[config.mk]
export PLATFORM = sky130hd
export DESIGN_NAME = gold_support_detect
export DESIGN_NICKNAME = d
export VERILOG_FILES = /design/src/rtl/gold_pkg.sv /design/src/rtl/gold_sample_addr.sv /design/src/rtl/gold_support_detect.sv
export SDC_FILE = /design/constraint.sdc
export NUM_CORES = 1
export LEC_CHECK = 0
export CAP_MARGIN = 10
export CORE_MARGIN = 1
export CORE_UTILIZATION = 45
export DETAILED_ROUTE_END_ITERATION = 8
export DONT_BUFFER_PORTS = 1
export PLACE_DENSITY = 0.64
export SETUP_SLACK_MARGIN = 0.4
export SYNTH_ARGS = -nofsm -noshare
export SYNTH_HDL_FRONTEND = slang
export SYNTH_SLANG_ARGS = --single-unit
[constraint.sdc]
create_clock -name clk -period 2.62 [get_ports clk]
set_input_delay 0.262 -clock clk [delete_from_list [all_inputs] [get_ports clk]]
set_output_delay 0.262 -clock clk [all_outputs]
set_load 0.01 [all_outputs]
[src/rtl/gold_pkg.sv]
// Shared types and constants for the gold-bag support scan.
package gold_pkg;

  typedef enum logic [3:0] {
    GOLD_IDLE    = 4'd0,
    GOLD_FALLING = 4'd1,
    GOLD_CRASHED = 4'd2,
    GOLD_EATEN   = 4'd3
  } gold_state_e;

  typedef enum logic [1:0] {
    S_IDLE,
    S_LATCH,
    S_REQ,
    S_EVAL
  } scan_state_e;

  localparam int unsigned SCREEN_W  = 640;
  localparam int unsigned XOFF_BASE = 4;
  localparam int unsigned XOFF_STEP = 8;

  // Sample points sit at the centre of each 8-px slice of the bag's bottom edge.
  function automatic logic signed [11:0] sample_xoff(input int unsigned idx);
    return 12'(XOFF_BASE + XOFF_STEP * idx);
  endfunction

endpackage

[src/rtl/gold_sample_addr.sv]
// Combinational sample-point address and range classification for one idx.
module gold_sample_addr
  import gold_pkg::*;
#(
  parameter int unsigned CELL_SIZE     = 32,
  parameter int unsigned MAP_SHIFT     = 2,
  parameter int unsigned SCREEN_BOTTOM = 480,
  parameter int unsigned IDX_W         = 3
) (
  input  logic [10:0]      i_x,
  input  logic [10:0]      i_y,
  input  logic [IDX_W-1:0] i_idx,
  output logic [7:0]       o_rd_x,
  output logic [6:0]       o_rd_y,
  output logic             o_above_top,
  output logic             o_below_floor,
  output logic             o_off_side
);

  localparam logic signed [11:0] W_CELL = 12'(CELL_SIZE);
  localparam logic signed [11:0] W_BOT  = 12'(SCREEN_BOTTOM);
  localparam logic signed [11:0] W_SCR  = 12'(SCREEN_W);

  logic signed [11:0] w_sx;
  logic signed [11:0] w_sy;
  logic               w_unused;

  // Widen to 12 bits first so a bag near the 11-bit limit cannot wrap negative.
  assign w_sx = $signed({i_x[10], i_x}) + sample_xoff(32'(i_idx));
  assign w_sy = $signed({i_y[10], i_y}) + W_CELL;

  assign o_above_top   = w_sy[11];
  assign o_below_floor = (w_sy >= W_BOT);
  assign o_off_side    = w_sx[11] || (w_sx >= W_SCR);

  assign o_rd_x = w_sx[MAP_SHIFT +: 8];
  assign o_rd_y = w_sy[MAP_SHIFT +: 7];

  assign w_unused = ^{w_sx, w_sy};

endmodule

[src/rtl/gold_support_detect.sv]
// Per-frame dirt-support scan under a gold bag; drives can_fall.
// Optional GOLD_SUPPORT_DEBOUNCE_EN: can_fall rises only after two empty scans in a row.
module gold_support_detect
  import gold_pkg::*;
#(
  parameter int unsigned CELL_SIZE     = 32,
  parameter int unsigned MAP_SHIFT     = 2,
  parameter int unsigned SAMPLE_POINTS = 4,
  parameter int unsigned SCREEN_BOTTOM = 480
) (
  input  logic        clk,
  input  logic        resetN,
  input  logic        startOfFrame,
  input  logic [10:0] topLeftX,
  input  logic [10:0] topLeftY,
  input  logic [3:0]  gold_state,
  output logic        rd_req,
  output logic [7:0]  rd_x,
  output logic [6:0]  rd_y,
  input  logic        rd_ack,
  input  logic        rd_data,
  output logic        can_fall,
  output logic        scan_done,
  output logic        busy
);

  localparam int unsigned IDX_W = $clog2(SAMPLE_POINTS + 1);
  localparam logic [IDX_W-1:0] LAST_IDX = IDX_W'(SAMPLE_POINTS - 1);

  scan_state_e      r_state, w_state_nxt;
  logic [10:0]      r_x, r_y, r_px, r_py;
  logic [3:0]       r_gs, r_pgs;
  logic [IDX_W-1:0] r_idx, w_idx_nxt;
  logic             r_empty, w_empty_nxt;
  logic             r_restart, w_restart_nxt;
  logic             r_can_fall, r_scan_done;
`ifdef GOLD_SUPPORT_DEBOUNCE_EN
  logic             r_streak;
`endif

  logic       w_rd_req, w_advance, w_load, w_load_pend, w_apply_pend, w_update, w_skip;
  logic [7:0] w_ax;
  logic [6:0] w_ay;
  logic       w_above_top, w_below_floor, w_off_side;

  gold_sample_addr #(
    .CELL_SIZE    (CELL_SIZE),
    .MAP_SHIFT    (MAP_SHIFT),
    .SCREEN_BOTTOM(SCREEN_BOTTOM),
    .IDX_W        (IDX_W)
  ) u_addr (
    .i_x          (r_x),
    .i_y          (r_y),
    .i_idx        (r_idx),
    .o_rd_x       (w_ax),
    .o_rd_y       (w_ay),
    .o_above_top  (w_above_top),
    .o_below_floor(w_below_floor),
    .o_off_side   (w_off_side)
  );

  assign w_skip = (r_gs == GOLD_CRASHED) || (r_gs == GOLD_EATEN);

  always_comb begin
    w_state_nxt   = r_state;
    w_idx_nxt     = r_idx;
    w_empty_nxt   = r_empty;
    w_restart_nxt = r_restart;
    w_rd_req      = 1'b0;
    w_advance     = 1'b0;
    w_load        = 1'b0;
    w_load_pend   = 1'b0;
    w_apply_pend  = 1'b0;
    case (r_state)
      S_IDLE: begin
        if (startOfFrame) begin
          w_load      = 1'b1;
          w_state_nxt = S_LATCH;
        end
      end
      S_LATCH: begin
        w_idx_nxt = '0;
        if (w_skip) begin
          w_empty_nxt = 1'b0;
          w_state_nxt = S_EVAL;
        end else begin
          w_empty_nxt = 1'b1;
          w_state_nxt = S_REQ;
        end
      end
      S_REQ: begin
        if (w_above_top) begin
          w_advance = 1'b1;
        end else if (w_below_floor || w_off_side) begin
          w_advance   = 1'b1;
          w_empty_nxt = 1'b0;
        end else begin
          w_rd_req = 1'b1;
          if (rd_ack) begin
            w_advance   = 1'b1;
            w_empty_nxt = r_empty & ~rd_data;
          end
        end
        if (w_advance) begin
          w_idx_nxt = r_idx + 1'b1;
          if (r_restart) begin
            w_apply_pend  = 1'b1;
            w_restart_nxt = 1'b0;
            w_state_nxt   = S_LATCH;
          end else if (r_idx == LAST_IDX) begin
            w_state_nxt = S_EVAL;
          end
        end
      end
      S_EVAL:  w_state_nxt = S_IDLE;
      default: w_state_nxt = S_IDLE;
    endcase

    // A new frame mid-scan waits out an unacked read, then restarts from the parked coordinates.
    if (startOfFrame && (r_state != S_IDLE)) begin
      if (w_rd_req && !rd_ack) begin
        w_load_pend   = 1'b1;
        w_restart_nxt = 1'b1;
      end else begin
        w_load        = 1'b1;
        w_apply_pend  = 1'b0;
        w_restart_nxt = 1'b0;
        w_state_nxt   = S_LATCH;
      end
    end
  end

  // Result registers load on entry to EVAL so they are visible during the EVAL cycle.
  assign w_update = (w_state_nxt == S_EVAL);

  always_ff @(posedge clk or negedge resetN) begin
    if (!resetN) begin
      r_state   <= S_IDLE;
      r_x       <= '0;
      r_y       <= '0;
      r_gs      <= '0;
      r_px      <= '0;
      r_py      <= '0;
      r_pgs     <= '0;
      r_idx     <= '0;
      r_empty   <= 1'b1;
      r_restart <= 1'b0;
    end else begin
      r_state   <= w_state_nxt;
      r_idx     <= w_idx_nxt;
      r_empty   <= w_empty_nxt;
      r_restart <= w_restart_nxt;
      if (w_load) begin
        r_x  <= topLeftX;
        r_y  <= topLeftY;
        r_gs <= gold_state;
      end else if (w_apply_pend) begin
        r_x  <= r_px;
        r_y  <= r_py;
        r_gs <= r_pgs;
      end
      if (w_load_pend) begin
        r_px  <= topLeftX;
        r_py  <= topLeftY;
        r_pgs <= gold_state;
      end
    end
  end

  always_ff @(posedge clk or negedge resetN) begin
    if (!resetN) begin
      r_can_fall  <= 1'b0;
      r_scan_done <= 1'b0;
`ifdef GOLD_SUPPORT_DEBOUNCE_EN
      r_streak    <= 1'b0;
`endif
    end else begin
      r_scan_done <= w_update;
      if (w_update) begin
`ifdef GOLD_SUPPORT_DEBOUNCE_EN
        r_can_fall <= w_empty_nxt & r_streak;
        r_streak   <= w_empty_nxt;
`else
        r_can_fall <= w_empty_nxt;
`endif
      end
    end
  end

  assign rd_req    = w_rd_req;
  assign rd_x      = w_rd_req ? w_ax : '0;
  assign rd_y      = w_rd_req ? w_ay : '0;
  assign can_fall  = r_can_fall;
  assign scan_done = r_scan_done;
  assign busy      = (r_state != S_IDLE);

endmodule

==> results.sh, run 1 <==
export IMPL_hpwl_um=4410
export IMPL_cellPowerDensity_mw_per_mm2=662
export IMPL_grt_pass1_vias=2677
export IMPL_boundaryPins=50
export IMPL_slew_limit_headroom=0.650
export IMPL_cts_sinks=51
export IMPL_rsz0062_at_grt="yes"
export IMPL_gr_total_overflow=0
export IMPL_grt_pass1_wl_um=14200
export IMPL_avgViaCountPerCell=6.05
export IMPL_final_nets=389
export IMPL_cap_viol_max_count=0
export IMPL_first_pass_iters=4
export IMPL_finalCriticalPeriod_ns=3.01
export IMPL_hold_viol_final=0
export IMPL_fp_row_count=28
export IMPL_slew_viol_final=0
export IMPL_clock_latency_ns=0.31
export IMPL_initial_core_util=0.476
export IMPL_yosys_warnings=0
export IMPL_grt_usage=0.295
export IMPL_syn_to_final_growth_pct=58.8
export IMPL_cp_required_ns=2.82
export IMPL_die_w_um=82.1
export IMPL_endpoint="r_y[9]$_DFFE_PN0P_"
export IMPL_diodes=0
export IMPL_ys_ff_latch=51
export IMPL_status="finished with violations"
export IMPL_layout_cells_non_filler=423
export IMPL_place_area_mm2=0.00324
export IMPL_post_route_period_util=1.15
export IMPL_cts_buffers=5
export IMPL_synth_distinct_cells=49
export IMPL_rr_worst_depth=14
export IMPL_ir_drop_mv=0.413
export IMPL_violations="setup timing"
export IMPL_synth_nets=314
export IMPL_layout_drive_gt1_share=0.555
export IMPL_cp_max_fo=5
export IMPL_timing_rr_end="r_y[9]$_DFFE_PN0P_"
export IMPL_syn_avg_cell_area_um2=10.6
export IMPL_final_cell_area_mm2=0.00458
export IMPL_place_inst=364
export IMPL_setup_viol=62
export IMPL_place_congestion=0.836
export IMPL_grt_max_degree=52
export IMPL_seq_area_mm2=0.00128
export IMPL_r2r_start="r_idx[0]$_DFFE_PN0P_"
export IMPL_antenna_found_initial=0
export IMPL_design_core_area_mm2=0.00606
export IMPL_syn_area_mm2=0.00289
export IMPL_path_class="reg -> reg"
export IMPL_crit_path_start="r_idx[0]$_DFFE_PN0P_"
export IMPL_wl_per_cell_um=23.8
export IMPL_numPortBuffers=0
export IMPL_finalSetupTns_ns=-16.21
export IMPL_antenna_left=0
export IMPL_ff2ff_setup_slack_ns=-0.39
export IMPL_p_total_w=0.00303
export IMPL_arrival_ns=3.21
export IMPL_ys_flop_type="dfrtp_1"
export IMPL_drc=0
export IMPL_num_fill_cells=355
export IMPL_synth_edf_count=0
export IMPL_yosysTopAreaCell="dfrtp_1"
export IMPL_cp_end_kind="register"
export IMPL_skew_ns=0.00829
export IMPL_routed_wl_um=10100
export IMPL_async_reset_ff_frac=1.00
export IMPL_p_leak_nw=2.08
export IMPL_cts_tree="built"
export IMPL_synth_area_leaders="dfrtp_1 43%, mux2_2 8.2%, mux2i_1 8.0%, a21oi_1 5.0%, nor2_1 4.7%"
export IMPL_h_tree_depth=2
export IMPL_clk_pin_slew_ns=0.11
export IMPL_worst_slack_ns=-0.391
export IMPL_multiInputGateArea_mm2=0.00196
export IMPL_max_freq_mhz=332
export IMPL_worstMarginPinSlew_ns=0.524
export IMPL_drt_iter0_markers=190
export IMPL_syn_instance_count=272
export IMPL_fp_dieH_um=82.1
export IMPL_yosysSeqAreaShare=0.443
export IMPL_die_area_mm2=0.00674
export IMPL_hp_class="in -> reg"
export IMPL_yosysTopAreaCellShare=0.434
export IMPL_root_buffer="clkbuf_8"
export IMPL_vias=2561
export IMPL_clk_path_buf_depth=2
export IMPL_cp_start_kind="register"
cells in the final DEF, fill, tap and decap left out, types with 3 or more instances in the layout:
| cell | synthesis | layout |
|---|---|---|
| nand4_1 | 3 | 3 |
| nor2_1 | 36 | 10 |
| mux2i_1 | 23 | 17 |
| buf_4 | 5 | 31 |
| buf_16 | 0 | 11 |
| nand3_1 | 6 | 5 |
| nand2_1 | 11 | 10 |
| and2_4 | 1 | 6 |
| nor2_4 | 0 | 18 |
| a21oi_1 | 29 | 17 |
| o21ai_1 | 0 | 6 |
| mux2i_2 | 0 | 4 |
| buf_12 | 0 | 8 |
| clkbuf_8 | 0 | 5 |
| mux2_4 | 0 | 21 |
| a21oi_2 | 1 | 10 |
| buf_6 | 3 | 28 |
| ha_4 | 0 | 3 |
| dfrtp_1 | 50 | 49 |
| ha_1 | 10 | 6 |
| inv_1 | 11 | 9 |
| nor2_2 | 0 | 8 |
| xnor2_1 | 5 | 4 |
| a21oi_4 | 0 | 3 |
power by group:
part	switching, W	internal [W]	total (W)
sequential	0.000137	0.000930	0.00107
combinational	0.000613	0.000654	0.00127
clock	0.000310	0.000388	0.000698
area by class of cell:
cell class                      count  share of cell area
Multi-Input combinational cell    197               0.429
Tap cell                           75              0.0205
Clock inverter                      3              0.0156
Timing Repair Buffer               81               0.229
Sequential cell                    51               0.279
Inverter                           11              0.0117
Clock buffer                        5              0.0150
per-layer routing:
metal,vias to the layer above,part of all wire,wire (um),GRT usage
li1,1113,-,-,-
met1,1307,0.40,4050,0.359
met2,106,0.51,5100,0.507
met3,35,0.052,529,0.0511
met4,0,0.040,403,0.133
met5,-,0,0,0
sequential cells by signal (all words and copies together) (netlist names):
signal     count
can_fall       1
r_empty        1
r_gs           3
r_idx          3
r_pgs          3
r_px           9
r_py           9
r_restart      1
r_state        2
r_x            9
r_y            9
scan_done      1
cells in the mapped netlist (2+ instances only):
| cell | count |
|---|---|
| o221ai_2 | 2 |
| nand2_1 | 11 |
| buf_2 | 4 |
| o22ai_1 | 2 |
| ha_1 | 10 |
| and2_1 | 5 |
| nand4_1 | 3 |
| mux2_2 | 21 |
| nor3_1 | 2 |
| buf_4 | 5 |
| nand3b_1 | 2 |
| o21a_1 | 3 |
| xor2_1 | 2 |
| nand3_1 | 6 |
| a21boi_0 | 2 |
| o21ai_0 | 7 |
| dfrtp_1 | 50 |
| a21oi_1 | 29 |
| buf_6 | 3 |
| xnor2_1 | 5 |
| nor2_1 | 36 |
| nand2b_1 | 3 |
| inv_1 | 11 |
| mux2i_1 | 23 |
cell families (layout without fill, tap and decap cells):
group                    count (synthesis)  count (layout)  share of synthesized area
adder cells (fa/ha/maj)                 11              11                     0.0503
multiplexers                            45              45                      0.166
buffers and inverters                   24             100                     0.0473
flip-flops                              51              51                      0.443
AND/OR/NAND/NOR                         76              76                      0.126
AO/OA/AOI/OAI                           58              58                      0.147
XOR/XNOR                                 7               7                     0.0212
per-stage QoR:
stage | setup WS (ns) | hold WS [ns] | util
floorplan | 0.0860 | -0.0336 | -
global placement | -0.139 | -0.0317 | 0.534
detailed placement | -0.191 | -0.0317 | 0.534
CTS | -0.220 | 0.0789 | 0.718
global route | -0.521 | 0.0688 | 0.756
finish | -0.391 | 0.0855 | 0.756
timing repair:
item                                    4_1_cts  5_1_grt
gates resized for setup                     122       32
hold endpoints to repair                     51        0
endpoints found under the setup margin       67       67
pin swaps                                    31       28
buffers inserted                             31        8
hold buffers                                  2        0
cloned                                       10        0
worst max-delay path: stages, from the launching register on:
cell	delay, ns
dfrtp_1	0.44
buf_6	0.14
fa_2	0.34
nand3_2	0.09
a21oi_2	0.07
or2_4	0.25
a2111oi_4	0.42
buf_4	0.20
nand2_4	0.05
nand4_1	0.11
buf_4	0.14
buf_6	0.11
buf_16	0.12
mux2i_1	0.29
a21oi_2	0.11
worst min path at each step:
stage                 from                   end  slack [ns]  cells after the start
2_1_floorplan       resetN  can_fall$_DFFE_PN0N_       -0.03                      0
3_3_place_gp        resetN    r_y[6]$_DFFE_PN0P_       -0.03                      0
3_5_place_dp        resetN   r_py[6]$_DFFE_PN0P_       -0.03                      0
4_1_cts        topLeftY[9]    r_y[9]$_DFFE_PN0P_        0.08                      2
5_1_grt        topLeftY[3]   r_py[3]$_DFFE_PN0P_        0.07                      1
6_report       topLeftY[5]    r_y[5]$_DFFE_PN0P_        0.09                      2
(Power assumes the default switching activity.)
==> run 2, diff against run 1 <==
--- a/config.mk
+++ b/config.mk
@@ -5,7 +5,6 @@
 export SDC_FILE = /design/constraint.sdc
 export NUM_CORES = 1
 export LEC_CHECK = 0
-export CAP_MARGIN = 10
 export CORE_MARGIN = 1
 export CORE_UTILIZATION = 45
 export DETAILED_ROUTE_END_ITERATION = 8
==> results of run 2 <==
Same layout as run 1: the final DEF is identical, and so are final timing and power.
